**src/rtl/fpu_rnd_pkg.sv**
```systemverilog
// Shared definitions for the rounder's normalize/denormalize shifter.
// Holds default widths, the shifter FSM state encoding and a helper for
// sizing the remaining-shift counter.
package fpu_rnd_pkg;

  localparam int W_DEF    = 58;  // significand width
  localparam int SHW_DEF  = 13;  // shift distance / exponent width
  localparam int STEP_DEF = 8;   // max shift positions per cycle

  typedef enum logic [1:0] {
    IDLE  = 2'd0,
    SHIFT = 2'd1,
    DONE  = 2'd2
  } state_t;

  // Counter must hold 0..w inclusive (mag is clamped to w).
  function automatic int rem_width(input int w);
    return $clog2(w + 1);
  endfunction

  localparam int REM_W_DEF = rem_width(W_DEF);

endpackage

```
**src/rtl/norm_shift_seq_if.sv**
```systemverilog
// Valid/ready bundle between shift-distance logic, the shifter and the
// round-increment stage.
//   in_valid/in_ready  : operand handshake (f_in, sh, er)
//   out_valid/out_ready: result handshake (f_out, sticky, eout)
// master = producer/consumer side (testbench / neighbours), slave = shifter.
interface norm_shift_seq_if #(
  parameter int W   = 58,
  parameter int SHW = 13
);
  logic           in_valid;
  logic           in_ready;
  logic [W-1:0]   f_in;
  logic [SHW-1:0] sh;
  logic [SHW-1:0] er;
  logic           out_valid;
  logic           out_ready;
  logic [W-1:0]   f_out;
  logic           sticky;
  logic [SHW-1:0] eout;

  modport master (
    output in_valid, f_in, sh, er, out_ready,
    input  in_ready, out_valid, f_out, sticky, eout
  );

  modport slave (
    input  in_valid, f_in, sh, er, out_ready,
    output in_ready, out_valid, f_out, sticky, eout
  );
endinterface

```
**src/rtl/norm_shift_seq_shift_step.sv**
```systemverilog
// Combinational single-step shifter.
//   word    : W-bit input word
//   k       : shift amount, 0..STEP
//   dir     : 1 = right shift, 0 = left shift (zero fill both ways)
//   res     : shifted word
//   dropped : OR of the bits shifted out of the word
module shift_step #(
  parameter int W  = 58,
  parameter int KW = 4
) (
  input  logic [W-1:0]  word,
  input  logic [KW-1:0] k,
  input  logic          dir,
  output logic [W-1:0]  res,
  output logic          dropped
);

  logic [W-1:0] ones;
  logic [W-1:0] lo_mask;
  logic [W-1:0] hi_mask;

  // Shift and collect the bits that fall off the chosen end.
  always_comb begin
    ones    = '1;
    lo_mask = ~(ones << k);  // k LSBs, lost on a right shift
    hi_mask = ~(ones >> k);  // k MSBs, lost on a left shift
    if (dir) begin
      res     = word >> k;
      dropped = |(word & lo_mask);
    end else begin
      res     = word << k;
      dropped = |(word & hi_mask);
    end
  end

endmodule

```
**src/rtl/norm_shift_seq.sv**
```systemverilog
// Iterative significand normalize/denormalize shifter.
//   clk, rst_n : clock, synchronous active-low reset
//   bus        : slave side of norm_shift_seq_if
// Accepts f_in/sh/er in IDLE, shifts at most STEP positions per cycle in
// SHIFT (left for sh>0, right for sh<0, sticky collected on right shifts),
// and presents f_out/sticky/eout = er - sh in DONE until out_ready.
module norm_shift_seq
  import fpu_rnd_pkg::*;
#(
  parameter int W    = W_DEF,
  parameter int SHW  = SHW_DEF,
  parameter int STEP = STEP_DEF
) (
  input  logic            clk,
  input  logic            rst_n,
  norm_shift_seq_if.slave bus
);

  localparam int RW = rem_width(W);
  localparam int KW = $clog2(STEP + 1);

  state_t          state;
  state_t          state_nxt;
  logic [W-1:0]    work;
  logic            dir;
  logic [RW-1:0]   rem;
  logic            sticky_q;
  logic [SHW-1:0]  eout_q;

  logic [SHW:0]    sh_ext;
  logic [SHW:0]    sh_abs;
  logic [SHW:0]    mag_full;
  logic [RW-1:0]   mag;
  logic [KW-1:0]   k;
  logic [W-1:0]    step_res;
  logic            step_dropped;

  // Magnitude of sh in SHW+1 bits so the most negative value is exact,
  // then clamp to W since shifting further cannot change the result.
  always_comb begin
    sh_ext   = {bus.sh[SHW-1], bus.sh};
    sh_abs   = bus.sh[SHW-1] ? (~sh_ext + {{SHW{1'b0}}, 1'b1}) : sh_ext;
    mag_full = (sh_abs >= (SHW+1)'(W)) ? (SHW+1)'(W) : sh_abs;
    mag      = RW'(mag_full);
  end

  // Per-cycle shift amount: whatever remains, capped at STEP.
  always_comb begin
    if (rem > RW'(STEP)) begin
      k = KW'(STEP);
    end else begin
      k = KW'(rem);
    end
  end

  shift_step #(
    .W  (W),
    .KW (KW)
  ) u_shift_step (
    .word    (work),
    .k       (k),
    .dir     (dir),
    .res     (step_res),
    .dropped (step_dropped)
  );

  // FSM state register.
  always_ff @(posedge clk) begin
    if (!rst_n) begin
      state <= IDLE;
    end else begin
      state <= state_nxt;
    end
  end

  // FSM next-state logic.
  always_comb begin
    state_nxt = state;
    case (state)
      IDLE: begin
        if (bus.in_valid) begin
          state_nxt = (mag != '0) ? SHIFT : DONE;
        end else begin
          state_nxt = IDLE;
        end
      end
      SHIFT: begin
        if (rem == RW'(k)) begin
          state_nxt = DONE;
        end else begin
          state_nxt = SHIFT;
        end
      end
      DONE: begin
        if (bus.out_ready) begin
          state_nxt = IDLE;
        end else begin
          state_nxt = DONE;
        end
      end
      default: state_nxt = IDLE;
    endcase
  end

  // FSM outputs: handshake flags decoded from the registered state.
  always_comb begin
    bus.in_ready  = 1'b0;
    bus.out_valid = 1'b0;
    case (state)
      IDLE:    bus.in_ready  = 1'b1;
      DONE:    bus.out_valid = 1'b1;
      default: begin
        bus.in_ready  = 1'b0;
        bus.out_valid = 1'b0;
      end
    endcase
  end

  // Datapath: operand capture on accept, one shift step per SHIFT cycle.
  always_ff @(posedge clk) begin
    if (!rst_n) begin
      work     <= '0;
      dir      <= 1'b0;
      rem      <= '0;
      sticky_q <= 1'b0;
      eout_q   <= '0;
    end else begin
      case (state)
        IDLE: begin
          if (bus.in_valid) begin
            work     <= bus.f_in;
            dir      <= bus.sh[SHW-1];
            rem      <= mag;
            sticky_q <= 1'b0;
            eout_q   <= bus.er - bus.sh;  // wraps modulo 2^SHW
          end
        end
        SHIFT: begin
          work     <= step_res;
          rem      <= rem - RW'(k);
          // Bits leaving the MSB on a left shift are simply discarded.
          sticky_q <= sticky_q | (step_dropped & dir);
        end
        default: begin
          work <= work;
        end
      endcase
    end
  end

  assign bus.f_out  = work;
  assign bus.sticky = sticky_q;
  assign bus.eout   = eout_q;

endmodule

```
**src/flat_wrapper.sv**
```systemverilog
// flat-port wrapper written by rule: the top's interface ports become plain ports
module norm_shift_seq_flat import fpu_rnd_pkg::*;
#(
  parameter int W    = W_DEF,
  parameter int SHW  = SHW_DEF,
  parameter int STEP = STEP_DEF
)
  (clk, rst_n, bus_in_valid, bus_f_in, bus_sh, bus_er, bus_out_ready, bus_in_ready, bus_out_valid, bus_f_out, bus_sticky, bus_eout);
  norm_shift_seq_if #(.W(W), .SHW(SHW)) bus_i ();
  input  logic clk;
  input  logic rst_n;
  input wire logic [$bits(bus_i.in_valid)-1:0] bus_in_valid;
  input wire logic [$bits(bus_i.f_in)-1:0] bus_f_in;
  input wire logic [$bits(bus_i.sh)-1:0] bus_sh;
  input wire logic [$bits(bus_i.er)-1:0] bus_er;
  input wire logic [$bits(bus_i.out_ready)-1:0] bus_out_ready;
  output wire logic [$bits(bus_i.in_ready)-1:0] bus_in_ready;
  output wire logic [$bits(bus_i.out_valid)-1:0] bus_out_valid;
  output wire logic [$bits(bus_i.f_out)-1:0] bus_f_out;
  output wire logic [$bits(bus_i.sticky)-1:0] bus_sticky;
  output wire logic [$bits(bus_i.eout)-1:0] bus_eout;
  assign bus_i.in_valid = bus_in_valid;
  assign bus_i.f_in = bus_f_in;
  assign bus_i.sh = bus_sh;
  assign bus_i.er = bus_er;
  assign bus_i.out_ready = bus_out_ready;
  assign bus_in_ready = bus_i.in_ready;
  assign bus_out_valid = bus_i.out_valid;
  assign bus_f_out = bus_i.f_out;
  assign bus_sticky = bus_i.sticky;
  assign bus_eout = bus_i.eout;
  norm_shift_seq #(.W(W), .SHW(SHW), .STEP(STEP)) u_core (.clk(clk), .rst_n(rst_n), .bus(bus_i));
endmodule
```
**config.mk**
```make
export PLATFORM = sky130hd
export DESIGN_NAME = norm_shift_seq_flat
export DESIGN_NICKNAME = d
export VERILOG_FILES = /design/src/rtl/fpu_rnd_pkg.sv /design/src/rtl/norm_shift_seq_if.sv /design/src/rtl/norm_shift_seq_shift_step.sv /design/src/rtl/norm_shift_seq.sv /design/src/flat_wrapper.sv
export SDC_FILE = /design/constraint.sdc
export NUM_CORES = 1
export LEC_CHECK = 0
export BUFFER_PORTS_ARGS = -buffer_cell sky130_fd_sc_hd__clkbuf_2
export CAP_MARGIN = 20
export CORE_ASPECT_RATIO = 0.6
export CORE_UTILIZATION = 30
export CTS_CLUSTER_SIZE = 16
export DETAILED_ROUTE_END_ITERATION = 8
export PLACE_DENSITY_LB_ADDON = 0.08
export SKIP_LAST_GASP = 1
export SYNTH_ARGS = -nofsm -noshare
export SYNTH_HDL_FRONTEND = slang
export SYNTH_SLANG_ARGS = --single-unit
```
**constraint.sdc**
```tcl
create_clock -name clk -period 5.1 [get_ports clk]
set_clock_uncertainty 0.2 [all_clocks]
set_input_delay 0.765 -clock clk [delete_from_list [all_inputs] [get_ports clk]]
set_output_delay 0.765 -clock clk [all_outputs]
set_load 0.01 [all_outputs]
```
==> flow_results.org, run 1 <==
** Outcome
- The run finished with clean final reports.

** STA
- RSZ-0062 raised after global routing :: false
- Highest Clock Rate :: 274 MHz
- Total negative slack :: 0 ps
- Setup violations remaining at the end of the flow were counted as 0.
- Part of the cycle the worst path needs :: 71.6%
- Headroom to the max-slew limit came out at 35.1%.
- Count of pins over their slew limit :: 0
- After layout, the minimum clock period comes to 3650 ps.
- Actual transition at the worst max-transition pin :: 972 ps
- Final hold violation count :: 0

** Drt
- The routed design has 56,400 um of wire.
- Dividing the detail-routed via count by the number of cells gives 6.51.
- Mean routed wirelength per cell :: 29.7 um
- DR iter-0 viols :: 1,892
- The detail route stage leaves a number of antenna-violating nets equal to 0.
- Vias after detailed routing :: 12,400
- Number of detailed-routing iterations run before antenna repair :: 7
- DRC viols :: 0

** Synth
- In the synthesized netlist the async set-or-reset flop fraction comes to 0%.
- Counting flops with a built-in enable in the synthesized netlist gives 0.
- Synthesized instance count :: 1,384
- Of the synthesized area, sequential elements account for 15.9%.
- Flip-flop cell with the highest count after synthesis :: sky130_fd_sc_hd__dfxtp_1
- The number of nets handed over by synthesis was 1,487.
- The cell area that synthesis handed to floorplanning was 10,200 um2.
- During synthesis, Yosys emitted a total of 0 warnings.
- Synthesis inferred 81 register bits.
- Synthesized area per cell :: 7.36 um2
- After synthesis, the netlist uses 88 different library cells.

** Floorplanning
- Vertical die dimension :: 145 um
- Die X-Extent :: 240 um
- The die covers 34,700 um2.
- Row generation in the floorplan step produced 51 rows.
- Total I/O pin count :: 162
- Starting density of the core :: 30.9%
- The core region is 32,900 um2.

** Placed design
- After detailed placement, the design holds a cell count of 1,880.
- Input and output buffers added on the ports amount to 161.
- Routability-driven placement finished with a final weighted congestion of 0.966.
- DP HPWL :: 40,000 um

** Hold path
- The worst hold path terminates at u_core.bus.eout[3]$_SDFFE_PN0P_.
- Path class of the lowest-slack min-delay path :: register to register
- In this run the most critical hold path is launched from u_core.bus.eout[3]$_SDFFE_PN0P_.
- Hold Path Stages :: 2

** Clock network
- After clock tree synthesis, the repair step resized 0 gates.
- TritonCTS built the clock tree.
- Clock latency on the worst-skew pair, taken at its later pin, is 380 ps.
- In this run, post-CTS hold repair placed 0 buffers.
- The clock passes through at most 2 buffers.
- In this run the post-CTS setup repair buffer count came out at 0.
- Number of buffers created by CTS :: 9
- CTS built an H-tree with a depth of 3.
- The clock net in this run drives a total of 81 sinks.
- Clock transition at the registers of the reported paths :: 70 ps
- Cell at the root of the clock tree :: sky130_fd_sc_hd__clkbuf_16

** Layout
- Number of fill cells in the layout :: 3,646
- Number of nets in the finished design :: 1,544
- Of the cells placed in the final design, the portion with a size suffix greater than 1 is 19.4%.
- Registers take 1620 um2.
- Compared with the post-synthesis result, the final layout area differs by 13.1%.
- The count of cells in the finished layout, fillers not included, comes to 1,898.
- The multi-input combinational cells in the finished layout cover a total of 7770 um2.

** Worst setup path
- The worst setup path is captured at a register.
- Worst reg2reg endpoint :: u_core.bus.f_out[9]$_SDFFE_PN0P_
- Category of the most critical setup path :: register to register
- Of all nets on the critical path, the largest fanout is 44.
- Cells on worst reg2reg path :: 7
- Type of element launching the critical path :: register
- Worst path required time :: 5150 ps
- CP arrival :: 3700 ps
- The worst register-to-register path begins at u_core.rem[3]$_SDFFE_PN0P_.
- Register-to-register setup slack :: 1450 ps

** Job
- Max-cap violations :: 0

** Power and ir drop
- The completed layout was analyzed and its total power is 3.43 mW.
- IR analysis of the VDD net gives a maximum drop of 0.000183 V.
- Power per unit of standard cell area :: 297 nW/um2
- P_leak :: 4.63 nW

** GRT
- Number of antenna violations at the first check in global routing :: 0
- For this run the aggregate overflow at the end of global routing stands at 0.
- Global-route wire length before repair :: 81,400 um
- All-Layer GR Usage :: 32.3%
- Pin count of the biggest net entering global routing :: 84
- The number of global-route vias before repair came to 11,300.
## sequential cells by signal, indices dropped and copies added, names as in the netlist
| name | cells |
|---|---|
| u_core.bus.eout | 13 |
| u_core.bus.f_out | 58 |
| u_core.bus.sticky | 1 |
| u_core.dir | 1 |
| u_core.rem | 6 |
| u_core.state | 2 |
## Yosys cell counts (all sizes together), types with 14 or more instances
library cell	instances	area, um2
nand2	178	668
mux2i	159	1600
a21oi	97	485
clkbuf	96	364
dfxtp	81	1620
nor2	71	267
o21ai	69	345
buf	63	388
nand3	49	245
a211oi	46	345
nor3	39	200
a31oi	30	188
o22ai	25	156
inv	23	86.3
a221oi	22	205
mux2	19	214
a22oi	18	135
and2	18	113
and3	17	106
o211ai	16	120
ha	14	175
mux4	14	315
nor2b	14	87.6
o221ai	14	123
## cell type report
type	instances	area share (%)
diodes	2	0.0434
flip-flops and latches	81	14.1
inverters	23	0.749
repair buffers	205	10.2
clock buffers	11	2.11
clock inverters	5	0.478
multi-input cells	1121	67.5
well taps	450	4.89
## report_power, final
| part | switching (mW) | internal (mW) | total (mW) |
|---|---|---|---|
| clock network | 0.329 | 0.392 | 0.721 |
| logic | 1.12 | 0.599 | 1.72 |
| registers | 0.263 | 0.720 | 0.983 |
## per-layer routing
| metal | routed length [um] | vias to the layer above | GRT usage (%) |
|---|---|---|---|
| met5 | 0 | - | 0 |
| met3 | 7020 | 78 | 10.8 |
| met1 | 27300 | 6106 | 49.4 |
| li1 | - | 5369 | - |
| met2 | 21000 | 801 | 41.5 |
| met4 | 1140 | 0 | 8.05 |
## kinds of logic after synthesis
| group | share of synthesized area (%) |
|---|---|
| AO/OA/AOI/OAI | 31.3 |
| XOR/XNOR | 0.602 |
| AND/OR/NAND/NOR | 21.1 |
| buffers and inverters | 8.23 |
| flip-flops | 15.9 |
| adder cells (fa/ha/maj) | 1.92 |
| other | 0.0368 |
| multiplexers | 20.9 |
## worst max-delay path: stages, from the launching register on
cell and delay (ps):
sky130_fd_sc_hd__dfxtp_1 680, sky130_fd_sc_hd__or4b_4 740, sky130_fd_sc_hd__buf_4 450, sky130_fd_sc_hd__mux2i_1 640
sky130_fd_sc_hd__mux2i_1 230, sky130_fd_sc_hd__mux2_2 320, sky130_fd_sc_hd__nor3_1 160, sky130_fd_sc_hd__a211oi_1 80
## stage by stage
stage / area [um2] / util (%) / worst slack [ps] / hold slack (ps)
5_1_grt: 11500 / 35.0 / 1330 / 284
4_1_cts: 11500 / 35.0 / 1610 / 259
3_3_place_gp: 11200 / 34.1 / 1580 / 239
3_5_place_dp: 11200 / 34.1 / 1620 / 249
6_report: 11500 / 35.0 / 1450 / 262
2_1_floorplan: 10200 / - / 2340 / 276
## how the worst max path moves through the flow
| stage | start | endpoint |
|---|---|---|
| CTS | u_core.rem[3]$_SDFFE_PN0P_ | u_core.bus.f_out[9]$_SDFFE_PN0P_ |
| global placement | u_core.rem[3]$_SDFFE_PN0P_ | u_core.bus.f_out[9]$_SDFFE_PN0P_ |
| floorplan | bus_sh[1] | u_core.rem[2]$_SDFFE_PN0P_ |
| global route | u_core.rem[3]$_SDFFE_PN0P_ | u_core.bus.f_out[9]$_SDFFE_PN0P_ |
| finish | u_core.rem[3]$_SDFFE_PN0P_ | u_core.bus.f_out[9]$_SDFFE_PN0P_ |
| detailed placement | u_core.rem[3]$_SDFFE_PN0P_ | u_core.bus.f_out[9]$_SDFFE_PN0P_ |
## layout by cell type, fill, tap and decap left out, drive strengths merged, types with 39 or more instances in the layout
cell / count
o21ai: 69
nor2: 71
nor3: 39
mux2i: 159
nand3: 49
buf: 44
a21oi: 97
dfxtp: 81
clkbuf: 172
nand2: 178
a211oi: 46
No activity file was read; power rests on OpenSTA's default activity.
==> inputs of run 2 (changes only) <==
clock period = 3.2 ns   (was 5.1 ns; I/O delays follow)
==> run 2 against run 1 <==
First-iteration DRC count fell by 2.9%. Routed wire length increased by 1.4%. Via count up 1.0%. Non-clock buffer count up 65. Sequential share of layout area fell by 0.71 points. Die area is the same. Worst setup slack got worse by 1400 ps. Maximum frequency up 17%. Cell area increased by 5.3%. Critical path depth is 2 higher. Sequential cell count stayed put. Highest routed layer unchanged.
==> flow_results.org, run 2 (synthesis results as in run 1) <==
** STA
- Number of setup violations in the final report :: 0
- The number of max-slew violations in the final report is 0.
- Setup slack closes at 82.9 ps.
- Final critical path time including I/O delays and setup :: 3120 ps
- Setup repair after global routing left no endpoint under its margin.
- Tightest slew margin relative to the limit :: 32.5%
- Final hold violation count :: 0
- The tightest hold path in the finished design has a slack of 154 ps.
- For the pin with the worst max-slew slack, the measured transition is 1010 ps.
- Total negative slack :: 0 ps
- Derived from the worst setup path, the maximum achievable clock frequency is 321 MHz.
- Part of the cycle the worst path needs :: 97.4%

** Clock network
- The tree built by TritonCTS fans out to 81 sinks.
- After clock tree synthesis, the clock-pin slew on the worst setup and hold paths is 70 ps.
- The later pin in the worst-skew pair is clocked with a latency of 390 ps.
- The H-tree generated during clock tree synthesis spans 3 levels.
- After clock tree synthesis, the flow added hold-fix buffers numbering 0.
- The tree is rooted in a sky130_fd_sc_hd__clkbuf_16.
- TritonCTS clock tree :: yes
- No sink is reached through more buffers than the 2 on the longest clock path.
- TritonCTS created 9 clock buffers.

** GRT
- Number of global-route vias before repair :: 11,500
- The first global-routing pass estimated 82,800 um of wire.
- The number of antenna violations at the first check in global routing was 1.
- All-Layer GR Usage :: 32.8%
- Pin count of the biggest net entering global routing :: 72
- After global routing the overflow that remains totals 0.

** Power and ir drop
- Maximum ir drop on the vdd rail :: 0.000292 V
- P_leak :: 5.00 nW
- Cell-internal power :: 2.93 mW
- In this run, the combinational gates consume 52.0% of the power.
- Net switching is 48.8% of the power.
- Clock group share of total power :: 21.7%
- Flop pwr share :: 26.3%
- Switch Pwr :: 2.79 mW
- For this design the ratio of total power to cell area is 472 nW/um2.

** Drt
- Mean routed wirelength per cell :: 29.1 um
- Total Wirelength :: 57,100 um
- Dividing the detail-routed via count by the number of cells gives 6.36.
- Vias after detailed routing :: 12,500
- The first routing iteration left 1,838 violations.
- The first TritonRoute pass finished after 5 iterations.
- Antenna Violating Nets Remaining :: 0
- For this run, design rule violations remaining after detail routing come to 0.

** Placed design
- Port Buffer Count :: 161
- Routability-driven placement finished with a final weighted congestion of 0.935.
- In this run, placement finished with an instance count of 1,945.
- Summed over all nets, the half-perimeter wirelength after detailed placement is 41,900 um.
- Prior to clock tree synthesis, the placed netlist has a worst setup slack of 166 ps.

** Layout
- Fill cells in the final layout number 3,591.
- Leaving out fill and tap cells, the most frequent cell in the layout is sky130_fd_sc_hd__nand2_1.
- Sequential cell area :: 1620 um2
- The number of antenna diodes in the final layout is 0.
- Measured on the finished design, the core utilization comes to 36.9%.
- Excluding fillers, the count of instances in the completed layout stands at 1,961.
- The register with the most flip-flops in the layout has 58 of them.
- Fraction of final layout cells with drive strength greater than 1 :: 22.9%
- Area of the multi-input gates :: 7770 um2
- Most used cells in the layout excluding fill and tap cells :: sky130_fd_sc_hd__nand2_1 (177), sky130_fd_sc_hd__clkbuf_2 (161), sky130_fd_sc_hd__mux2i_1 (157)
- For this run, the post-layout net count is 1,609.
- Relative to the synthesized area, the layout overhead comes to 19.1%.

** Worst setup path
- STA puts the critical path data arrival time at 3190 ps.
- Of all nets on the critical path, the largest fanout is 23.
- The worst setup path is captured at a register.
- Category of the most critical setup path :: register to register
- Worst path required time :: 3280 ps
- STA classifies the critical path startpoint as a register.

** Outcome
- Run status :: completed

** Job
- The tool flagged a number of max-cap violations equal to 0.

** Floorplanning
- Total I/O pin count :: 162
- The floorplan has 51 rows.
- The die is 240 um wide.
- The die covers 34,700 um2.
- Core region area :: 32,900 um2
- Starting density of the core :: 30.9%
- Vertical die dimension :: 145 um

** Hold path
- Path class of the lowest-slack min-delay path :: primary input to register
==> run 2: worst max-delay path: stages (launching register included) <==
cell and delay [ps]:
sky130_fd_sc_hd__dfxtp_1 320, sky130_fd_sc_hd__buf_4 190, sky130_fd_sc_hd__nor4b_2 370, sky130_fd_sc_hd__buf_12 200
sky130_fd_sc_hd__buf_12 200, sky130_fd_sc_hd__mux2i_1 460, sky130_fd_sc_hd__mux2i_1 290, sky130_fd_sc_hd__a22oi_1 210
sky130_fd_sc_hd__o311ai_1 260, sky130_fd_sc_hd__a22o_1 310
==> run 2: repair_timing <==
| item | in CTS | in global routing |
|---|---|---|
| buffers inserted | 0 | 0 |
| setup endpoints to repair | 0 | 1 |
| resized for setup | 0 | 1 |
==> run 2: metal layers <==
layer  routed length [um]  vias up  track usage, %
met5                    0        -               0
met3                 6750       70            9.50
met4                 1000        0            7.14
met2                21600      753            42.8
met1                27800     6144            51.0
li1                     -     5514               -
==> run 2: power by group through the flow <==
stage / combinational, mW / clock [mW] / sequential [mW]
2_1_floorplan: 1.72 / 0 / 1.34
3_3_place_gp: 2.87 / 0 / 1.51
3_5_place_dp: 2.86 / 0 / 1.51
4_1_cts: 2.87 / 1.27 / 1.49
5_1_grt: 3.14 / 1.31 / 1.52
6_report: 2.98 / 1.24 / 1.50
==> run 2: area by class of cell <==
| cell class | count | area share [%] |
|---|---|---|
| Sequential cell | 81 | 13.4 |
| Timing Repair Buffer | 270 | 14.5 |
| Clock buffer | 9 | 1.86 |
| Inverter | 23 | 0.711 |
| Tap cell | 450 | 4.64 |
| Multi-Input combinational cell | 1121 | 64.0 |
| Clock inverter | 7 | 0.845 |
==> run 2: path summary, 6_finish.rpt <==
path / start / to / slack, ps / cells past startpoint
setup / recovery: u_core.rem[3]$_SDFFE_PN0P_ / u_core.bus.f_out[40]$_SDFFE_PN0P_ / 80 / 9
setup reg to reg: u_core.rem[3]$_SDFFE_PN0P_ / u_core.bus.f_out[40]$_SDFFE_PN0P_ / 80 / 9
hold reg to reg: u_core.bus.eout[6]$_SDFFE_PN0P_ / u_core.bus.eout[6]$_SDFFE_PN0P_ / 260 / 2
hold / removal: bus_f_in[28] / u_core.bus.f_out[28]$_SDFFE_PN0P_ / 150 / 3
==> run 2: per-stage QoR <==
stage / power, mW / cell area [um2]
global placement: 4.38 / 11800
finish: 5.72 / 12100
detailed placement: 4.37 / 11800
CTS: 5.62 / 12100
floorplan: 3.07 / 10200
global route: 5.97 / 12100
